$ cat config.mk
export PLATFORM = sky130hd
export DESIGN_NAME = sha1_padder
export DESIGN_NICKNAME = d
export VERILOG_FILES = /design/src/rtl/sha1_padder.sv
export SDC_FILE = /design/constraint.sdc
export NUM_CORES = 1
export LEC_CHECK = 0
export CORE_UTILIZATION = 58
export DETAILED_ROUTE_END_ITERATION = 8
export PLACE_DENSITY = 0.76
export SETUP_SLACK_MARGIN = 0.2
export SYNTH_ARGS = -nofsm -noshare
export SYNTH_HDL_FRONTEND = slang
export SYNTH_SLANG_ARGS = --single-unit
export TNS_END_PERCENT = 100
$ cat constraint.sdc
create_clock -name clk -period 7.2 [get_ports clk]
set_input_delay 2.16 -clock clk [delete_from_list [all_inputs] [get_ports clk]]
set_output_delay 2.16 -clock clk [all_outputs]
set_load 0.03 [all_outputs]
$ cat src/rtl/sha1_padder.sv
// SHA-1 message padder: collects 32-bit big-endian message beats into a
// 16-word block, appends the 0x80 marker, zero fill and 64-bit bit length,
// and streams each block into the compression core (load x16, then start).
// Optional status output blk_count is enabled by defining SHA1_PADDER_STATUS_EN.
module sha1_padder (
    input  logic        clk,
    input  logic        reset,
    input  logic        in_valid,
    input  logic [31:0] in_data,
    input  logic        in_last,
    input  logic [2:0]  in_bytes,
    output logic        in_ready,
    input  logic        core_busy,
    output logic [31:0] din,
    output logic        load,
    output logic        start,
    output logic        use_prev_cv,
    output logic        msg_done
`ifdef SHA1_PADDER_STATUS_EN
    ,
    output logic [15:0] blk_count
`endif
);

    typedef enum logic [2:0] {StFill, StPad, StSend, StStart, StWait} state_e;

    state_e      state_q, state_d;
    logic [3:0]  idx_q, idx_d;
    logic [60:0] cnt_q, cnt_d;
    logic        marker_pend_q, marker_pend_d;  // 0x80000000 still to be written at idx
    logic        zero_only_q, zero_only_d;      // current block cannot hold the length
    logic        pad_pend_q, pad_pend_d;        // a further pad-only block must follow
    logic        final_q, final_d;              // block in flight carries the length
    logic        prev_q, prev_d;                // a block of this message was already started
    logic        wait_first_q, wait_first_d;
    logic [31:0] blk_buf_q [16];

    logic        buf_we;
    logic [31:0] buf_wdata;
    logic [2:0]  n_eff;
    logic [31:0] keep_mask;
    logic [31:0] marker_word;
    logic        pad_zo;

`ifdef SHA1_PADDER_STATUS_EN
    logic [15:0] blk_count_q, blk_count_d;
    assign blk_count = blk_count_q;
`endif

    // Byte count of the beat and the mask/marker used for a partial last beat.
    always_comb begin
        n_eff = 3'd4;
        if (in_last) begin
            n_eff = (in_bytes > 3'd4) ? 3'd4 : in_bytes;
        end
        keep_mask   = 32'h0000_0000;
        marker_word = 32'h8000_0000;
        unique case (n_eff)
            3'd1: begin keep_mask = 32'hFF00_0000; marker_word = 32'h0080_0000; end
            3'd2: begin keep_mask = 32'hFFFF_0000; marker_word = 32'h0000_8000; end
            3'd3: begin keep_mask = 32'hFFFF_FF00; marker_word = 32'h0000_0080; end
            default: begin keep_mask = 32'h0000_0000; marker_word = 32'h8000_0000; end
        endcase
    end

    // Next-state and output decode for the fill/pad/send/start/wait sequence.
    always_comb begin
        state_d       = state_q;
        idx_d         = idx_q;
        cnt_d         = cnt_q;
        marker_pend_d = marker_pend_q;
        zero_only_d   = zero_only_q;
        pad_pend_d    = pad_pend_q;
        final_d       = final_q;
        prev_d        = prev_q;
        wait_first_d  = wait_first_q;
        buf_we        = 1'b0;
        buf_wdata     = 32'h0;
        pad_zo        = 1'b0;
        in_ready      = 1'b0;
        load          = 1'b0;
        start         = 1'b0;
        use_prev_cv   = 1'b0;
        msg_done      = 1'b0;
        din           = 32'h0;
`ifdef SHA1_PADDER_STATUS_EN
        blk_count_d   = blk_count_q;
`endif
        unique case (state_q)
            StFill: begin
                in_ready = 1'b1;
                if (in_valid) begin
                    cnt_d  = cnt_q + 61'(n_eff);
                    buf_we = 1'b1;
                    idx_d  = idx_q + 4'd1;
                    if (!in_last) begin
                        buf_wdata = in_data;
                        if (idx_q == 4'd15) state_d = StSend;
                    end else if (n_eff == 3'd4) begin
                        // Full last word: marker goes into the following slot.
                        buf_wdata     = in_data;
                        marker_pend_d = 1'b1;
                        if (idx_q == 4'd15) begin
                            state_d    = StSend;
                            pad_pend_d = 1'b1;
                        end else begin
                            state_d = StPad;
                        end
                    end else begin
                        buf_wdata = (in_data & keep_mask) | marker_word;
                        if (idx_q == 4'd15) begin
                            state_d    = StSend;
                            pad_pend_d = 1'b1;
                        end else begin
                            state_d     = StPad;
                            zero_only_d = (idx_q == 4'd14);
                        end
                    end
                end
            end
            StPad: begin
                buf_we = 1'b1;
                idx_d  = idx_q + 4'd1;
                // Marker in slot 14/15 leaves no room for the length.
                pad_zo = zero_only_q | (marker_pend_q & (idx_q >= 4'd14));
                if (marker_pend_q) begin
                    buf_wdata     = 32'h8000_0000;
                    marker_pend_d = 1'b0;
                    zero_only_d   = pad_zo;
                end else if (!zero_only_q && idx_q == 4'd14) begin
                    buf_wdata = cnt_q[60:29];
                end else if (!zero_only_q && idx_q == 4'd15) begin
                    buf_wdata = {cnt_q[28:0], 3'b000};
                end
                if (idx_q == 4'd15) begin
                    state_d     = StSend;
                    zero_only_d = 1'b0;
                    pad_pend_d  = pad_zo;
                    final_d     = !pad_zo;
                end
            end
            StSend: begin
                load  = 1'b1;
                din   = blk_buf_q[idx_q];
                idx_d = idx_q + 4'd1;
                if (idx_q == 4'd15) state_d = StStart;
            end
            StStart: begin
                start        = 1'b1;
                use_prev_cv  = prev_q;
                prev_d       = 1'b1;
                wait_first_d = 1'b1;
                state_d      = StWait;
`ifdef SHA1_PADDER_STATUS_EN
                blk_count_d  = blk_count_q + 16'd1;
`endif
            end
            StWait: begin
                // The core may not have raised busy yet on the first cycle.
                if (wait_first_q) begin
                    wait_first_d = 1'b0;
                end else if (!core_busy) begin
                    idx_d = 4'd0;
                    if (final_q) begin
                        msg_done = 1'b1;
                        state_d  = StFill;
                        cnt_d    = 61'd0;
                        prev_d   = 1'b0;
                        final_d  = 1'b0;
`ifdef SHA1_PADDER_STATUS_EN
                        blk_count_d = 16'd0;
`endif
                    end else if (pad_pend_q) begin
                        state_d    = StPad;
                        pad_pend_d = 1'b0;
                    end else begin
                        state_d = StFill;
                    end
                end
            end
            default: state_d = StFill;
        endcase
    end

    // Control state register with synchronous reset.
    always_ff @(posedge clk) begin
        if (reset) begin
            state_q       <= StFill;
            idx_q         <= 4'd0;
            cnt_q         <= 61'd0;
            marker_pend_q <= 1'b0;
            zero_only_q   <= 1'b0;
            pad_pend_q    <= 1'b0;
            final_q       <= 1'b0;
            prev_q        <= 1'b0;
            wait_first_q  <= 1'b0;
`ifdef SHA1_PADDER_STATUS_EN
            blk_count_q   <= 16'd0;
`endif
        end else begin
            state_q       <= state_d;
            idx_q         <= idx_d;
            cnt_q         <= cnt_d;
            marker_pend_q <= marker_pend_d;
            zero_only_q   <= zero_only_d;
            pad_pend_q    <= pad_pend_d;
            final_q       <= final_d;
            prev_q        <= prev_d;
            wait_first_q  <= wait_first_d;
`ifdef SHA1_PADDER_STATUS_EN
            blk_count_q   <= blk_count_d;
`endif
        end
    end

    // Block buffer; contents are don't-care after reset.
    always_ff @(posedge clk) begin
        if (buf_we) blk_buf_q[idx_q] <= buf_wdata;
    end

endmodule
### Yosys cells after proc, flatten, opt, wreduce, memory -nomap -nowiden

Memory sizes are Yosys's and may differ from the RTL's. A register that Yosys moved wholly into a read port is not among the register bits.
Cells that the tools add are included.

| storage, ports and cells | value |
|---|---|
| flip-flop bits (word level) | 74 |
| bits in latches | 0 |
| memory bits (writable) | 512 |
| bits in read-only memories | 0 |
| bits of input ports | 40 |
| output and inout bits | 37 |
| word-level logic and storage cells | 134 |
| memories kept | 1 |

| operators by class | value |
|---|---|
| $add $sub $neg | 2 |
| $mul | 0 |
| div/mod/pow operators | 0 |
| $lt $le $gt $ge | 2 |
| equal/unequal tests | 23 |
| shift operators | 0 |
| muxes and demuxes | 73 |
| bitwise logic cells | 4 |
| reductions and logical operators | 20 |

Memory list:

| memory | depth | bits a word | read ports | clocked after Yosys merged registers in | write ports | line | source |
|---|---|---|---|---|---|---|---|
| blk_buf_q | 16 | 32 | 1 | 1 | 1 | 36 | `logic [31:0] blk_buf_q [16];` |

Operators with widths:

| cell | count |
|---|---|
| 61-bit 2-to-1 mux | 4 |
| 32-bit 2-to-1 mux | 7 |
| 32-bit one-hot mux with 3 select lines | 2 |
| 61-bit one-hot mux with 2 select lines | 1 |
| 32-bit one-hot mux with 2 select lines | 1 |
| 61-bit by 3-bit adder with 61-bit output | 1 |
| 1-bit 2-to-1 mux | 35 |
| 32-bit bitwise AND | 1 |
| 32-bit OR | 1 |
| 3-bit 2-to-1 mux | 8 |
| 2-bit != test (second input constant) | 12 |
| 4-bit 2-to-1 mux | 5 |
| 4-bit AND reduction | 5 |
| 3-bit one-hot mux with 5 select lines | 1 |
| 3-bit by 2-bit equality test with 1-bit output (second input constant) | 4 |
| 1-bit one-hot mux with 2 select lines | 6 |
| 4-bit one-hot mux with 3 select lines | 1 |
| 4-bit equality test (second input constant) | 2 |
| 8-bit AND reduction | 1 |
| 2-bit nonzero test | 4 |
| 3-bit by 1-bit equality test with 1-bit output (second input constant) | 2 |
| 3-bit equality test (second input constant) | 2 |
| 6-bit AND reduction | 1 |
| 3-bit nonzero test | 2 |
| 13 further kinds | 15 |

### Longest topological paths before layout

| depth | value |
|---|---|
| depth in word-level cells | 11 |
| gate-level depth with buffers | 12 |
| depth with buffers taken out | 10 |

### Least setup slack after synthesis

Ideal clock, no wire load.

| timing | value |
|---|---|
| kind | input port to flip-flop |
| start point | in in_valid |
| end point | mem blk_buf_q[2][0], enable pin |
| library setup time | 0.461 ns |
| data arrival time | 4.932 ns |
| required time | 6.739 ns |
| slack | 1.807 ns |
| stages on the path | 5 |
| buffers on the path | 0 |
| cells stage by stage | nor2b_1 -> nand2_1 -> nand2_1 -> nand2_1 -> nor3_1 |

| on the way | value |
|---|---|
| word-level cells in the longest chain between the ends | 4 |

Ends and longest elaborated chain:

| element | line | source |
|---|---|---|
| from (decl) | 8 | `input logic in_valid,` |
| 1-bit 2-to-1 mux | 92 | `if (in_valid) begin` |
| 1-bit one-hot mux with 2 select lines | 89 | `unique case (state_q)` |
| 1-bit 2-to-1 mux | 218 | `if (buf_we) blk_buf_q[idx_q] <= buf_wdata;` |
| 1-bit 2-to-1 mux (not written as such) | 218 |  |
| to (decl) | 36 |  |

No other way between the ends.

==> flow_summary.toml <==
[sta]
fin_skew_ps = 12.6
finalSetupViolCount = 0
finalSetupTns_ps = 0
fmax_ghz = 0.167
relSlewSlack = 0.126
drv_slew = 0
finalHoldViolCount = 0
fin_crit_sh = 0.831
tightest_slew_ps = 1300
fin_crit_ps = 5990
rsz0062_at_grt = "false"

[logic_synthesis]
syn_area_per_cell_um2 = 17.4
synth_cell_type_count = 53
async_flop_share = 0
synth-edff-count = 512
synthCells = 1378
synth_top_area_frac = 0.640
syn-num-nets = 1426
synth_top_flop_cell = "edfxtp_1"
synth_top_area_cell = "edfxtp_1"
synth_area_leaders = "edfxtp_1, mux4_2, dfxtp_1"
yosys_warnings = 0
yosysSeqAreaShare = 0.705
ys_ff_latch = 590
synth_area_mm2 = 0.0240

[power]
leakage_nw = 8.52
combPwrFrac = 0.073
p_sw_mw = 1.61
clock_power_share = 0.410
p_int_mw = 5.81
seq_power_share = 0.517
power_density_mw_per_mm2 = 270
swShare = 0.217
vdd_drop_max_mv = 0.193

[floorplan]
fp-row-count = 74
fp.dieH_um = 205
ios = 77
die_x_um = 205
dieArea_mm2 = 0.0422
core-area_mm2 = 0.0408
initial_utilization = 0.588

[routing]
routedWlPerCell_um = 27.9
final_antenna_net_count = 0
via_per_inst = 6.65
drt-total-wl_mm = 57.3
via_count = 13600
dr.pass1.iters = 6
drtIter0Drc = 1454
drc = 0

[placement]
place.gp.congestion = 0.874
io_buffer_count = 76
placed_cells = 1943
dp_hpwl_mm = 31.9

[cts]
cts_buffers = 57
cts_resized = 0
clockBufferDepth = 3
hold_buffers = 0
clk_pin_slew_ps = 60
clk_latency_ps = 610
cts.htree.levels = 2
cts_setup_buffers = 0
cts_tree = "built"
cts.sinks = 590
cts-root-buf = "clkbuf_16"

[finish]
area_growth_pct = 14.2
final_common_cell = "edfxtp_1"
final_nets = 1518
antennaDiodeCount = 0
final_util = 0.672
mostFrequentLayoutCells = "edfxtp_1, mux4_2, nand2_1"
final_cells = 2050
drive_gt1_frac = 0.205

[global_routing]
grt_max_degree = 60
grt_overflow_total = 0
grt_pass1_vias = 13300
antenna_found_initial = 0
grtUsageTotal = 0.279
grt_pass1_wl_mm = 84.8

[hold_path]
hold_path.class = "flop to flop"
holdPathStages = 2

[setup_path]
end_kind = "primary output"
worstPathMaxFanout = 35
critical_path_class = "flop to primary output"
critPathLaunchType = "flop"
cp.required_ps = 5040
cp_data_arrival_time_ps = 3830
r2r_cells = 5

[run_status]
status = "finished, final reports clean"

[job]
drv_cap = 0
-- cell type report --
class | instances | area [um2]
clock buffer | 66 | 1500
clock inverter | 41 | 404
fill | 2595 | 13400
inverter | 15 | 56.3
multi-input combinational | 699 | 6850
sequential | 590 | 16900
tap | 532 | 666
timing repair buffer | 107 | 1010
-- stage by stage --
step	worst slack, ps	hold WS, ps	total power [mW]	area, um2
global route	978	508	7.59	27400
CTS	1100	482	7.44	27400
detailed placement	1350	472	4.44	25500
global placement	1460	462	4.43	25500
floorplan	1810	446	4.28	24000
finish	1210	483	7.42	27400
-- registers in the layout (all words and copies together) (netlist names), named ones only --
register and flops:
blk_buf_q 512, cnt_q 61, final_q 1, idx_q 4, marker_pend_q 1, pad_pend_q 1
prev_q 1, state_q 3, wait_first_q 1, zero_only_q 1
-- kinds of logic (layout without fill, tap and decap cells) --
group           count (synthesis)  count (layout)  synth area share
compound gates                162             162            0.0426
xor+xnor                       12              12           0.00438
fa+ha+maj                       9               9           0.00490
buf+inv                        89             229            0.0144
flops                         590             590             0.705
mux                           163             163             0.151
simple gates                  353             353            0.0773
-- critical path: stages, from the launching register on --
cell and delay (ps):
dfxtp_4 800, buf_4 500, mux4_2 590, mux4_2 510, nor2b_1 150, clkdlybuf4s50_1 630
-- power by group through the flow --
stage	Sequential (mW)	Combinational (mW)	Clock, mW
4_1_cts	3.84	0.542	3.06
2_1_floorplan	3.87	0.407	0
3_5_place_dp	3.91	0.533	0
6_report	3.84	0.540	3.04
3_3_place_gp	3.91	0.525	0
5_1_grt	3.84	0.571	3.18
-- routing by layer --
layer	part of all wire	GRT usage	up-vias
li1	-	-	5800
met1	0.39	0.395	6970
met2	0.50	0.457	764
met3	0.086	0.0382	107
met4	0.027	0.0870	0
met5	0	0	-
-- path summary, 6_finish.rpt --
kind                                 from  slack, ps                          to
setup / recovery                     flop       1210                     din[14]
hold / removal        prev_q$_SDFFE_PP0P_        480         prev_q$_SDFFE_PP0P_
setup reg to reg  state_q[0]$_SDFFE_PP0P_       3530  blk_buf_q[4][10]$_DFFE_PP_
hold reg to reg       prev_q$_SDFFE_PP0P_        480         prev_q$_SDFFE_PP0P_
-- Yosys cell counts (2+ instances only) --
library cell and instances:
mux4_2 160, edfxtp_1 512, dfxtp_1 78, o21ai_0 23, a22oi_1 27, nand2_1 97
nand3_1 32, mux2i_1 3, nand3b_1 2, nor2b_1 36, and2_1 5, o211ai_1 2
nor2_1 45, or2_2 4, o21a_1 7, buf_2 3, nor3b_1 4, and3_1 16
nand4_1 21, a31oi_1 4, nor4_1 9, clkbuf_1 52, nor3_1 22, xnor2_1 7
a22o_1 3, nand2b_1 6, buf_1 18, or3_1 18, and4_1 3, nor4_2 2
ha_1 7, xor2_1 5, o31ai_1 25, or4_1 27, inv_1 15, a21oi_1 60
o31a_1 2
(Power assumes the default switching activity.)
